--- config.mk ---
export PLATFORM = sky130hd
export DESIGN_NAME = muldiv_seq_ctrl
export DESIGN_NICKNAME = d
export VERILOG_FILES = /design/src/rtl/muldiv_pkg.sv /design/src/rtl/muldiv_step_counter.sv /design/src/rtl/muldiv_seq_ctrl.sv
export SDC_FILE = /design/constraint.sdc
export NUM_CORES = 1
export LEC_CHECK = 0
export ABC_AREA = 1
export BUFFER_PORTS_ARGS = -buffer_cell sky130_fd_sc_hd__buf_2
export CAP_MARGIN = 5
export CORE_ASPECT_RATIO = 1.25
export CORE_UTILIZATION = 30
export CTS_CLUSTER_DIAMETER = 50
export DETAILED_ROUTE_END_ITERATION = 16
export PLACE_DENSITY = 0.5
export SYNTH_ARGS = -nofsm -noshare
export SYNTH_HDL_FRONTEND = slang
export SYNTH_HIERARCHICAL = 1
export SYNTH_SLANG_ARGS = --single-unit
--- constraint.sdc ---
create_clock -name clk -period 3.3 [get_ports clk]
set_clock_uncertainty 0.05 [all_clocks]
set_input_delay 0.825 -clock clk [delete_from_list [all_inputs] [get_ports clk]]
set_output_delay 0.825 -clock clk [all_outputs]
set_load 0.005 [all_outputs]
--- src/rtl/muldiv_pkg.sv ---
// muldiv_pkg: shared types and constants for the M-extension sequencer.
package muldiv_pkg;
    typedef enum logic [1:0] {IDLE, BUSY, DONE} state_t;
    localparam logic [2:0] MUL    = 3'b000;
    localparam logic [2:0] MULH   = 3'b001;
    localparam logic [2:0] MULHSU = 3'b010;
    localparam logic [2:0] MULHU  = 3'b011;
    localparam logic [2:0] DIV    = 3'b100;
    localparam logic [2:0] DIVU   = 3'b101;
    localparam logic [2:0] REM    = 3'b110;
    localparam logic [2:0] REMU   = 3'b111;
    localparam int CNT_W = 6;
    localparam int MUL_CYCLES_DEF = 2;
    localparam int DIV_CYCLES_DEF = 32;
endpackage

--- src/rtl/muldiv_step_counter.sv ---
// muldiv_step_counter: loadable down-counter that saturates at zero.
module muldiv_step_counter
    import muldiv_pkg::*;
(
    input  logic             clk,
    input  logic             rst,
    input  logic             load,
    input  logic [CNT_W-1:0] load_val,
    input  logic             dec,
    output logic             zero
);
    logic [CNT_W-1:0] cnt;
    assign zero = cnt == '0;
    always_ff @(posedge clk) begin
        if (rst)
            cnt <= '0;
        else if (load)
            cnt <= load_val;
        else if (dec && !zero)
            cnt <= cnt - 1'b1;
    end
endmodule

--- src/rtl/muldiv_seq_ctrl.sv ---
// muldiv_seq_ctrl: IDLE/BUSY/DONE sequencer for the iterative mul/div datapath.
// MULDIV_DIVZERO_BYPASS_EN: divide by zero skips straight from load to DONE.
module muldiv_seq_ctrl
    import muldiv_pkg::*;
#(
    parameter int MUL_CYCLES = MUL_CYCLES_DEF,
    parameter int DIV_CYCLES = DIV_CYCLES_DEF
) (
    input  logic       clk,
    input  logic       rst,
    input  logic       EXE_muldiv_valid,
    input  logic [2:0] EXE_muldiv_op,
    input  logic [4:0] EXE_write_addr,
    input  logic       EXE_flush,
    input  logic       divisor_zero,
    output logic       muldiv_stall,
    output logic       dp_load,
    output logic       dp_step,
    output logic [2:0] dp_op,
    output logic       result_valid,
    output logic [4:0] result_wb_addr
);
`ifdef MULDIV_DIVZERO_BYPASS_EN
    localparam bit BYPASS_EN = 1'b1;
`else
    localparam bit BYPASS_EN = 1'b0;
`endif
    state_t state;
    logic start, bypass, cnt_zero;
    logic [CNT_W-1:0] cnt_init;

    assign start    = state == IDLE && EXE_muldiv_valid && !EXE_flush;
    assign bypass   = BYPASS_EN && EXE_muldiv_op[2] && divisor_zero;
    assign cnt_init = EXE_muldiv_op[2] ? CNT_W'(DIV_CYCLES - 1) : CNT_W'(MUL_CYCLES - 1);

    // Flush masks every strobe in the cycle it is seen.
    assign dp_load      = start;
    assign dp_step      = !EXE_flush && state == BUSY;
    assign result_valid = !EXE_flush && state == DONE;
    assign muldiv_stall = start || dp_step;

    muldiv_step_counter u_cnt (
        .clk      (clk),
        .rst      (rst),
        .load     (start),
        .load_val (cnt_init),
        .dec      (state == BUSY),
        .zero     (cnt_zero)
    );

    always_ff @(posedge clk) begin
        if (rst) begin
            state          <= IDLE;
            dp_op          <= '0;
            result_wb_addr <= '0;
        end else begin
            if (start) begin
                dp_op          <= EXE_muldiv_op;
                result_wb_addr <= EXE_write_addr;
            end
            state <= EXE_flush     ? IDLE :
                     start         ? (bypass ? DONE : BUSY) :
                     state == BUSY ? (cnt_zero ? DONE : BUSY) : IDLE;
        end
    end
endmodule
==> impl_metrics.toml <==
[synth]
yosysTopAreaCellShare = 0.3265
synth_top_family_by_area = "simple AND/OR/NAND/NOR gates"
synth_xor_area_frac = 0.008929
ys_ff_latch = 16
yosys_warnings = 6
synthCells = 140
synthAdderAreaFrac = 0.02551
syn_nets = 155
synth.distinct_cells = 24
synth-compound-area-share = 0.1480
synth_largest_area_cell = "dfxtp_1"
synth_area_per_cell_um2 = 7.007
synth-simple-area-share = 0.3533
synth.area.top_cells = "dfxtp_1, nand2_1, a21oi_2"
yosysSeqAreaShare = 0.3265
synthesis.area_um2 = 980.9
synth.area.mux_share = 0

[sta]
period_minus_slack_ns = 2.365
fmax_mhz = 422.9
slew_violations = 0
finalSetupViolations = 0
setup_tns_ns = 0
rsz0062_at_grt = "false"
finalHoldViolCount = 0
fin_crit_sh = 0.7165

[worst_setup_path]
cp_data_arrival_time_ns = 1.49
crit-reg2reg-launch = "state[1]"
cp_common_cell = "buf_2"
critPathBufInv = 3
rr_worst_depth = 7
required_ns = 2.42
worst_r2r_endpoint = "u_cnt/cnt[1]"
path_cells = "buf_2 > nor2_4 > nand2_4 > inv_2 > buf_2"
reg2reg_setup_slack_ns = 1.90
crit_type = "in -> out"
path_max_fanout = 13
critPathLaunchType = "primary input"
cpPeakStageDelay_ns = 0.19
cp_top_family = "buffers and inverters"
worst_setup_path_end_kind = "output pin"
crit_slowest_cell = "inv_2"
cp.depth = 5

[power_and_ir_drop]
p_int_uw = 300.3
p_seq_frac = 0.495
vdd_drop_max_mv = 0.2305
clkPwrFrac = 0.226
switching_share = 0.3206
cellLeakagePower_uw = 0.0005651
power_density_nw_per_um2 = 389.9
combPwrFrac = 0.279
finalPower_uw = 442.0
switchingPower_uw = 141.7

[hold_path]
min_path_type = "reg -> reg"
hold_depth = 2
hold_start = "u_cnt/cnt[0]"
whs_endpoint = "u_cnt/cnt[0]"

[global_route]
grt.total_usage = 0.1262
first_global_vias = 808
grt-ovfl-total = 0
antenna_found_initial = 0
grt_pass1_wl_um = 3305
grt_max_degree = 17

[placed_design]
portBuffers = 23
dp_hpwl_um = 1450
place.gp.congestion = 0.8139
placed_cells = 198

[layout]
multiInputGateArea_um2 = 533.0
drive_gt1_frac = 0.2848
nFillCells = 351
layout_common_cells = "nand2_1, buf_2, inv_1, dfxtp_1, nor2_1"
area_growth_pct = 15.56
regArea_um2 = 320.3
layout.cells.most_common = "nand2_1"
fin_cells = 201
n_antenna_cell = 0
final_nets = 182

[detailed_routing]
drt-total-wl_um = 1929
vias_per_cell = 4.527
wl_per_cell_um = 9.597
antenna_left = 0
drc_errors = 0
num_vias = 910
drt_iter0_drc = 16
drt_first_pass_iters = 3

[cts]
cts_resized = 0
clock_path_buffers = 2
tritoncts = "built"
clkLatencyLatePin_ns = 0.28
ctsRootBufferMaster = "clkbuf_4"
path_clk_slew_ns = 0.09
cts_hold_buf = 0
htreeDepth = 1
cts.sinks = 16
post-cts-setup-buffer-count = 0
cts_made_buffers = 3

[floorplanning]
rows = 22
dieWidth_um = 53.15
die_h_um = 65.93
io-pin-count = 25
start_util = 0.3240
die-area_um2 = 3504
core_um2 = 3028

[run]
max-cap-violations = 0

[outcome]
status = "finished, final reports clean"
stage by stage:
stage / setup WS (ns) / utilization / instance area (um^2) / hold WS (ns)
after floorplan: 1.097 / - / 980.9 / 0.3928
after global placement: 0.9389 / 0.3669 / 1111 / 0.4121
after detailed placement: 0.9277 / 0.3669 / 1111 / 0.4230
after CTS: 0.9264 / 0.3744 / 1134 / 0.4381
after global routing: 0.8776 / 0.3744 / 1134 / 0.4647
final: 0.9355 / 0.3744 / 1134 / 0.4292
worst reg2reg max path: cells and delay by family (launching register included):
family          cells  cell delay [ns]
buf+inv             2             0.32
simple gates        4             0.47
compound gates      1             0.13
flops               1             0.37
sequential cells by signal (all words and copies together), names as in the netlist:
signal	cells
u_cnt/cnt	6
result_wb_addr	5
dp_op	3
state	2
how the worst max path moves through the flow:
stage | slack (ns) | start | end
after global placement | 0.94 | EXE_flush | dp_load
after global routing | 0.88 | EXE_flush | dp_load
after CTS | 0.93 | EXE_flush | dp_load
after detailed placement | 0.93 | EXE_flush | dp_load
final | 0.94 | EXE_flush | dp_load
after floorplan | 1.10 | EXE_muldiv_valid | dp_load
layout make-up:
cell class	instances	area share
inverter	22	0.07285
sequential	16	0.2826
timing repair buffer	25	0.1148
clock buffer	3	0.01987
tap	36	0.03974
multi-input combinational	99	0.4702
logic make-up after synthesis:
group / count (synthesis)
AND/OR/NAND/NOR: 74
buffers and inverters: 25
AO/OA/AOI/OAI: 20
flip-flops: 16
adder cells (fa/ha/maj): 2
other: 2
XOR/XNOR: 1
synth_stat cells:
| cell type | instances |
|---|---|
| a21oi_1 | 6 |
| a21oi_2 | 9 |
| a21oi_4 | 1 |
| buf_12 | 2 |
| buf_2 | 1 |
| conb_1 | 2 |
| dfxtp_1 | 16 |
| ha_1 | 2 |
| inv_1 | 21 |
| inv_2 | 1 |
| nand2_1 | 36 |
| nand2_4 | 1 |
| nand3_1 | 12 |
| nand3_2 | 2 |
| nand3b_1 | 1 |
| nand4_1 | 1 |
| nor2_1 | 13 |
| nor2_2 | 3 |
| nor2_4 | 2 |
| nor3_1 | 2 |
| o21ai_0 | 3 |
| o21ai_1 | 1 |
| or2_1 | 1 |
| xnor2_1 | 1 |
power by group through the flow:
stage	clock network [uW]	logic (uW)	registers, uW
floorplan	0	96.4	223
global placement	0	122	223
detailed placement	0	124	223
CTS	110	125	219
global route	118	143	221
finish	100	123	219
layer usage:
layer,vias to the layer above,GRT usage,part of all wire
met3,2,0.02069,0.044
met1,408,0.1454,0.45
met5,-,0,0
met4,0,0.05921,0.0083
li1,483,-,-
met2,17,0.2199,0.50
(Power assumes the default switching activity.)
